==> config.mk <==
export PLATFORM = sky130hd
export DESIGN_NAME = eval_scheduler_flat
export DESIGN_NICKNAME = d
export VERILOG_FILES = /design/src/rtl/eval_scheduler_if.sv /design/src/rtl/eval_scheduler.sv /design/src/flat_wrapper.sv
export SDC_FILE = /design/constraint.sdc
export NUM_CORES = 1
export LEC_CHECK = 0
export CAP_MARGIN = 40
export CORE_MARGIN = 2
export CORE_UTILIZATION = 25
export DETAILED_ROUTE_END_ITERATION = 7
export DONT_BUFFER_PORTS = 1
export HOLD_SLACK_MARGIN = 0.08
export PLACE_DENSITY = 0.4
export SETUP_SLACK_MARGIN = 0.02
export SYNTH_ARGS = -nofsm -noshare
export SYNTH_HDL_FRONTEND = slang
export SYNTH_SLANG_ARGS = --single-unit
==> constraint.sdc <==
create_clock -name clk -period 16.95 [get_ports clk]
set_clock_uncertainty 0.05 [all_clocks]
set_input_delay 3.39 -clock clk [delete_from_list [all_inputs] [get_ports clk]]
set_output_delay 3.39 -clock clk [all_outputs]
set_load 0.02 [all_outputs]
==> src/rtl/eval_scheduler_if.sv <==
// Event scheduler bus: stream input, layer configuration, and the
// evaluation / queue observation outputs of eval_scheduler.
interface eval_scheduler_if #(
  parameter int NUM_OUTPUTS = 10,
  parameter int NUM_LAYERS  = 4,
  parameter int DATA_W      = 64
);
  localparam int LW = (NUM_LAYERS > 1) ? $clog2(NUM_LAYERS) : 1;

  logic                     en;
  logic signed [DATA_W-1:0] input_0;
  logic                     new_input_0;
  logic [NUM_OUTPUTS*LW-1:0] layer_map;
  logic [NUM_OUTPUTS-1:0]   periodic_mask;

  logic signed [DATA_W-1:0] ev_data;
  logic                     ev_has_input;
  logic                     ev_has_tick;
  logic [LW-1:0]            layer;
  logic [NUM_OUTPUTS-1:0]   pacing;
  logic                     busy;
  logic                     q_push;
  logic                     q_push_valid;
  logic                     q_pop;
  logic                     q_pop_valid;
  logic                     overflow;

  modport master (
    output en, input_0, new_input_0, layer_map, periodic_mask,
    input  ev_data, ev_has_input, ev_has_tick, layer, pacing, busy,
           q_push, q_push_valid, q_pop, q_pop_valid, overflow
  );

  modport slave (
    input  en, input_0, new_input_0, layer_map, periodic_mask,
    output ev_data, ev_has_input, ev_has_tick, layer, pacing, busy,
           q_push, q_push_valid, q_pop, q_pop_valid, overflow
  );
endinterface

==> src/rtl/eval_scheduler.sv <==
// Event scheduler: merges input events and periodic ticks into a small
// FIFO, then walks the evaluation layers for one event at a time.
// Optional macro EVAL_SCHED_SKIP_EMPTY_EN: skip layers with no enabled output.
module eval_scheduler #(
  parameter int NUM_OUTPUTS   = 10,
  parameter int NUM_LAYERS    = 4,
  parameter int QUEUE_DEPTH   = 4,
  parameter int PERIOD_CYCLES = 1000,
  parameter int DATA_W        = 64
) (
  input  logic clk,
  input  logic rst,
  eval_scheduler_if.slave bus
);
  localparam int LW = (NUM_LAYERS > 1) ? $clog2(NUM_LAYERS) : 1;
  localparam int TW = $clog2(PERIOD_CYCLES);
  localparam int PW = (QUEUE_DEPTH > 1) ? $clog2(QUEUE_DEPTH) : 1;
  localparam int CW = $clog2(QUEUE_DEPTH + 1);
  localparam int EW = DATA_W + 2;
  localparam logic [TW-1:0] TICK_LAST  = TW'(PERIOD_CYCLES - 1);
  localparam logic [CW-1:0] DEPTH_C    = CW'(QUEUE_DEPTH);
  localparam logic [PW-1:0] PTR_LAST   = PW'(QUEUE_DEPTH - 1);
  localparam logic [LW-1:0] LAYER_LAST = LW'(NUM_LAYERS - 1);

  typedef enum logic {IDLE, EVAL} state_t;

  state_t                   state_q, state_d;
  logic [LW-1:0]            layer_q, layer_d;
  logic [TW-1:0]            tick_cnt_q, tick_cnt_d;
  logic [EW-1:0]            mem_q [QUEUE_DEPTH];
  logic [PW-1:0]            rd_ptr_q, wr_ptr_q;
  logic [CW-1:0]            count_q, count_d;
  logic signed [DATA_W-1:0] ev_data_q;
  logic                     ev_in_q, ev_tick_q, overflow_q;
  logic                     tick, push, push_ok, pop, pop_ok;
  logic [EW-1:0]            push_entry, head_entry;
  logic [NUM_OUTPUTS-1:0]   pacing_o;

  assign tick       = (tick_cnt_q == TICK_LAST);
  assign tick_cnt_d = tick ? '0 : tick_cnt_q + 1'b1;
  assign push       = bus.en & (bus.new_input_0 | tick);
  assign pop        = bus.en & (state_q == IDLE);
  assign pop_ok     = pop & (count_q != '0);
  assign push_ok    = push & ((count_q < DEPTH_C) | pop_ok);
  assign push_entry = {bus.new_input_0, tick, bus.new_input_0 ? bus.input_0 : '0};
  assign head_entry = mem_q[rd_ptr_q];

`ifdef EVAL_SCHED_SKIP_EMPTY_EN
  logic [NUM_LAYERS-1:0] head_hits, ev_hits;
  logic                  found;
  logic [LW-1:0]         next_layer;

  function automatic logic [NUM_LAYERS-1:0] layerHits(
    input logic has_in, input logic has_tick,
    input logic [NUM_OUTPUTS*LW-1:0] lmap, input logic [NUM_OUTPUTS-1:0] pmask);
    logic [NUM_LAYERS-1:0] hits;
    hits = '0;
    for (int i = 0; i < NUM_OUTPUTS; i++) begin
      if ((has_tick & pmask[i]) | (has_in & ~pmask[i])) hits[lmap[i*LW +: LW]] = 1'b1;
    end
    return hits;
  endfunction

  assign head_hits = layerHits(head_entry[EW-1], head_entry[EW-2], bus.layer_map, bus.periodic_mask);
  assign ev_hits   = layerHits(ev_in_q, ev_tick_q, bus.layer_map, bus.periodic_mask);
`endif

  // Queue occupancy follows accepted pushes and performed pops.
  always_comb begin
    count_d = count_q;
    case ({push_ok, pop_ok})
      2'b10:   count_d = count_q + 1'b1;
      2'b01:   count_d = count_q - 1'b1;
      default: count_d = count_q;
    endcase
  end

  // Next FSM state and layer: a pop starts a walk, EVAL steps through layers.
  always_comb begin
    state_d = state_q;
    layer_d = layer_q;
`ifdef EVAL_SCHED_SKIP_EMPTY_EN
    found      = 1'b0;
    next_layer = '0;
`endif
    if (state_q == IDLE) begin
      if (pop_ok) begin
`ifdef EVAL_SCHED_SKIP_EMPTY_EN
        for (int l = NUM_LAYERS - 1; l >= 0; l--) begin
          if (head_hits[l]) begin
            found      = 1'b1;
            next_layer = LW'(l);
          end
        end
        state_d = found ? EVAL : IDLE;
        layer_d = next_layer;
`else
        state_d = EVAL;
        layer_d = '0;
`endif
      end
    end else if (bus.en) begin
`ifdef EVAL_SCHED_SKIP_EMPTY_EN
      for (int l = NUM_LAYERS - 1; l >= 0; l--) begin
        if (ev_hits[l] && (l > int'(layer_q))) begin
          found      = 1'b1;
          next_layer = LW'(l);
        end
      end
      if (found) layer_d = next_layer;
      else       state_d = IDLE;
`else
      if (layer_q == LAYER_LAST) state_d = IDLE;
      else                       layer_d = layer_q + 1'b1;
`endif
    end
  end

  // Per-output evaluate enables for the active layer of the current event.
  always_comb begin
    pacing_o = '0;
    if (bus.en && (state_q == EVAL)) begin
      for (int i = 0; i < NUM_OUTPUTS; i++) begin
        pacing_o[i] = (bus.layer_map[i*LW +: LW] == layer_q) &
                      ((ev_tick_q & bus.periodic_mask[i]) | (ev_in_q & ~bus.periodic_mask[i]));
      end
    end
  end

  // FSM, layer and tick counter registers; all freeze while en is low.
  always_ff @(posedge clk or posedge rst) begin
    if (rst) begin
      state_q    <= IDLE;
      layer_q    <= '0;
      tick_cnt_q <= '0;
    end else begin
      state_q <= state_d;
      layer_q <= layer_d;
      if (bus.en) tick_cnt_q <= tick_cnt_d;
    end
  end

  // Event FIFO storage and pointers.
  always_ff @(posedge clk or posedge rst) begin
    if (rst) begin
      for (int k = 0; k < QUEUE_DEPTH; k++) mem_q[k] <= '0;
      rd_ptr_q <= '0;
      wr_ptr_q <= '0;
      count_q  <= '0;
    end else begin
      if (push_ok) begin
        mem_q[wr_ptr_q] <= push_entry;
        wr_ptr_q        <= (wr_ptr_q == PTR_LAST) ? '0 : wr_ptr_q + 1'b1;
      end
      if (pop_ok) rd_ptr_q <= (rd_ptr_q == PTR_LAST) ? '0 : rd_ptr_q + 1'b1;
      count_q <= count_d;
    end
  end

  // Latch the popped event and record any dropped push.
  always_ff @(posedge clk or posedge rst) begin
    if (rst) begin
      ev_in_q    <= 1'b0;
      ev_tick_q  <= 1'b0;
      ev_data_q  <= '0;
      overflow_q <= 1'b0;
    end else begin
      if (pop_ok) {ev_in_q, ev_tick_q, ev_data_q} <= head_entry;
      if (push && !push_ok) overflow_q <= 1'b1;
    end
  end

  assign bus.ev_data      = ev_data_q;
  assign bus.ev_has_input = ev_in_q;
  assign bus.ev_has_tick  = ev_tick_q;
  assign bus.layer        = layer_q;
  assign bus.pacing       = pacing_o;
  assign bus.busy         = (state_q == EVAL);
  assign bus.q_push       = push;
  assign bus.q_push_valid = push_ok;
  assign bus.q_pop        = pop;
  assign bus.q_pop_valid  = pop_ok;
  assign bus.overflow     = overflow_q;
endmodule
==> src/flat_wrapper.sv <==
// flat-port wrapper written by rule: the top's interface ports become plain ports
module eval_scheduler_flat 
#(
  parameter int NUM_OUTPUTS   = 10,
  parameter int NUM_LAYERS    = 4,
  parameter int QUEUE_DEPTH   = 4,
  parameter int PERIOD_CYCLES = 1000,
  parameter int DATA_W        = 64
)
  (clk, rst, bus_en, bus_input_0, bus_new_input_0, bus_layer_map, bus_periodic_mask, bus_ev_data, bus_ev_has_input, bus_ev_has_tick, bus_layer, bus_pacing, bus_busy, bus_q_push, bus_q_push_valid, bus_q_pop, bus_q_pop_valid, bus_overflow);
  eval_scheduler_if #(.NUM_OUTPUTS(NUM_OUTPUTS), .NUM_LAYERS(NUM_LAYERS), .DATA_W(DATA_W)) bus_i ();
  input  logic clk;
  input  logic rst;
  input wire logic [$bits(bus_i.en)-1:0] bus_en;
  input wire logic [$bits(bus_i.input_0)-1:0] bus_input_0;
  input wire logic [$bits(bus_i.new_input_0)-1:0] bus_new_input_0;
  input wire logic [$bits(bus_i.layer_map)-1:0] bus_layer_map;
  input wire logic [$bits(bus_i.periodic_mask)-1:0] bus_periodic_mask;
  output wire logic [$bits(bus_i.ev_data)-1:0] bus_ev_data;
  output wire logic [$bits(bus_i.ev_has_input)-1:0] bus_ev_has_input;
  output wire logic [$bits(bus_i.ev_has_tick)-1:0] bus_ev_has_tick;
  output wire logic [$bits(bus_i.layer)-1:0] bus_layer;
  output wire logic [$bits(bus_i.pacing)-1:0] bus_pacing;
  output wire logic [$bits(bus_i.busy)-1:0] bus_busy;
  output wire logic [$bits(bus_i.q_push)-1:0] bus_q_push;
  output wire logic [$bits(bus_i.q_push_valid)-1:0] bus_q_push_valid;
  output wire logic [$bits(bus_i.q_pop)-1:0] bus_q_pop;
  output wire logic [$bits(bus_i.q_pop_valid)-1:0] bus_q_pop_valid;
  output wire logic [$bits(bus_i.overflow)-1:0] bus_overflow;
  assign bus_i.en = bus_en;
  assign bus_i.input_0 = bus_input_0;
  assign bus_i.new_input_0 = bus_new_input_0;
  assign bus_i.layer_map = bus_layer_map;
  assign bus_i.periodic_mask = bus_periodic_mask;
  assign bus_ev_data = bus_i.ev_data;
  assign bus_ev_has_input = bus_i.ev_has_input;
  assign bus_ev_has_tick = bus_i.ev_has_tick;
  assign bus_layer = bus_i.layer;
  assign bus_pacing = bus_i.pacing;
  assign bus_busy = bus_i.busy;
  assign bus_q_push = bus_i.q_push;
  assign bus_q_push_valid = bus_i.q_push_valid;
  assign bus_q_pop = bus_i.q_pop;
  assign bus_q_pop_valid = bus_i.q_pop_valid;
  assign bus_overflow = bus_i.overflow;
  eval_scheduler #(.NUM_OUTPUTS(NUM_OUTPUTS), .NUM_LAYERS(NUM_LAYERS), .QUEUE_DEPTH(QUEUE_DEPTH), .PERIOD_CYCLES(PERIOD_CYCLES), .DATA_W(DATA_W)) u_core (.clk(clk), .rst(rst), .bus(bus_i));
endmodule
==> qor.yml <==
run_status: "completed"
post-cts-setup-buffer-count: 0
ys_warn_count: 0
finalHoldViolCount: 0
routed_via_density: 4.94
dieWidth_um: 248
critical_path_s_largest_stage_delay_ns: 0.48
n_fill_cell: 5838
number_of_synthesized_flops_with_an_enable_pin: 0
place_congestion: 0.730
layout_commonest_cell: "dfrtp_1"
worstSkewPairLatency_ns: 0.56
postCtsHoldBufs: 0
ant_nets: 0
post_route_cells_drive_above_1_share_pct: 16.2
tns_ns: 0
antenna_found_initial: 0
ys.flop_type: "dfrtp_1"
min_path_type: "reg2reg"
cts_tree: "yes"
p_leak_nw: 8.02
clock-root-buffer: "clkbuf_16"
arrival_ns: 4.51
final-max-slew-violation-count: 0
max_cap_viol_count: 0
worst-slew-pin-transition_ns: 0.980
remaining_drcs: 0
initialDrtViolationCount: 704
worst_path_cell_trace: "nor2b_1 > o31ai_4 > buf_4 > clkinv_2"
timing.critical_path.to_type: "primary output"
worstSetupStartpointType: "primary input"
ctsResizeCount: 0
max_slew_margin_pct: 34.7
stdcell_area_um2: 17300
report.final.setup_viol: 0
num_vias: 9410
post_synth_inst_count: 1120
grt_use_total_pct: 14.5
synth.net_count: 1227
number_of_global_route_vias_before_repair: 10200
ioPinCount: 182
number_of_port_buffers: 0
synth_sequential_area_ratio_pct: 59.2
synthDistinctLibCells: 40
avgSynthCellArea_um2: 13.2
detailed_place_hpwl_um: 24600
power_density_nw_per_um2: 202
async_flop_share_pct: 100
synth_area_um2: 14800
finalWorstSetupSlack_ns: 9.00
pre_cts_ws_ns: 8.94
critical_path_required_ns: 13.51
fin_nets: 1212
dieArea_um2: 61300
clock_pin_slew_reported_for_the_worst_setup_and_hold_paths_after_clock_tree_synthesis_ns: 0.06
yosys_register_bits: 351
crit_path_top_delay_cell: "nor2b_1"
antenna_cells_inserted: 0
ctsLongestPathBuffers: 3
max_freq_mhz: 126
criticalPathCategory: "in2out"
crit_path_max_fanout: 42
routed_wl_um: 44100
num_rows: 89
post-route-min-period_ns: 7.95
fp.dieH_um: 248
timing.hold.ws_ns: 0.426
initial_utilization_pct: 25.2
global_route_wire_length_before_repair_um: 67600
drt-pass1-iter-count: 5
largest_net_degree_at_the_start_of_global_routing: 164
final_cell_mix: "349 x dfrtp_1, 256 x a22o_1, 209 x nand2_1"
global_route.overflow_total: 0
core-area_um2: 58800
clock_sink_count: 351
avgRoutedWirePerCell_um: 23.1
cts-buffers-inserted: 43
htree_levels: 2
placed_cell_areas_um2: 15900
vdd_drop_max_v: 0.0000650
rsz_0062_raised_after_global_routing: "false"
synthToLayoutAreaGrowth_pct: 16.6
fin_crit_sh_pct: 46.9
## cell type report
| cell class | instances | area (um^2) | share of cell area (%) |
|---|---|---|---|
| Tap cell | 773 | 967 | 5.59 |
| Multi-Input combinational cell | 662 | 5620 | 32.5 |
| Clock buffer | 59 | 1220 | 7.03 |
| Clock inverter | 14 | 184 | 1.06 |
| Timing Repair Buffer | 33 | 449 | 2.60 |
| Inverter | 14 | 61.3 | 0.355 |
| Sequential cell | 351 | 8790 | 50.8 |
## through the flow
stage	util (%)	power [mW]	cells
2_1_floorplan	-	2.29	1120
3_3_place_gp	26.5	2.55	1816
3_5_place_dp	27.0	2.59	1832
4_1_cts	29.4	3.55	1905
5_1_grt	29.4	3.72	1906
6_report	29.4	3.49	1906
## kinds of logic after synthesis
family                   Yosys count  synth area share [%]
AO/OA/AOI/OAI                    286                  16.9
AND/OR/NAND/NOR                  257                  7.15
XOR/XNOR                          28                  1.65
flip-flops                       351                  59.2
buffers and inverters            107                  3.12
multiplexers                      82                  11.1
adder cells (fa/ha/maj)            9                 0.810
## routing by layer
metal	GRT usage [%]	vias to the layer above	wire [um]
met2	22.9	202	20600
met3	4.21	59	2820
met4	3.72	0	839
met1	19.7	5018	19800
li1	-	4131	-
met5	0	-	0
## flip-flops by register name, indices dropped and copies added, names as in the netlist, 2 cells and up
name,count
u_core.bus.ev_data,64
u_core.mem_q,264
u_core.count_q,3
u_core.rd_ptr_q,2
u_core.tick_cnt_q,10
u_core.wr_ptr_q,2
u_core.bus.layer,2
## Yosys cell counts (4+ instances only)
master,n,share of area (%)
nand2_1,209,5.3
mux2i_1,11,0.74
ha_1,8,0.67
xor2_1,22,1.3
clkbuf_1,37,0.94
mux4_2,66,10
and3_1,4,0.17
a22o_1,256,15
nor2_1,9,0.23
o21ai_0,6,0.20
a31oi_1,4,0.17
nand3_1,14,0.47
inv_1,13,0.33
buf_1,7,0.18
o211ai_4,4,0.57
nor4_1,10,0.42
mux2_2,5,0.38
buf_2,49,1.7
dfrtp_1,351,59
xnor2_1,6,0.35
a21o_1,6,0.30
## critical path, delay by kind of cell
| family | cells | cell delay [ns] |
|---|---|---|
| simple gates | 1 | 0.48 |
| buf+inv | 2 | 0.48 |
| compound gates | 1 | 0.13 |
## worst paths after layout
path	from	endpoint	cells after the start	slack, ns
worst max-delay path	bus_en	bus_q_pop_valid	4	9.00
worst min-delay path	u_core.mem_q[131]	u_core.mem_q[131]	1	0.43
worst max register to register	u_core.bus.busy	u_core.count_q[2]	11	13.36
worst min register to register	u_core.mem_q[131]	u_core.mem_q[131]	1	0.43
max in group asynchronous	rst	u_core.bus.ev_data[11]	4	12.80
min in group asynchronous	rst	u_core.bus.ev_data[57]	1	2.65
## where the power goes
part	total, mW	leakage, nW	switching (mW)	internal, mW
combinational	0.976	2.93	0.424	0.552
clock	0.928	0.678	0.368	0.560
sequential	1.58	4.42	0.361	1.22
total	3.49	8.02	1.15	2.33
Power figures use the tool's default switching activity.
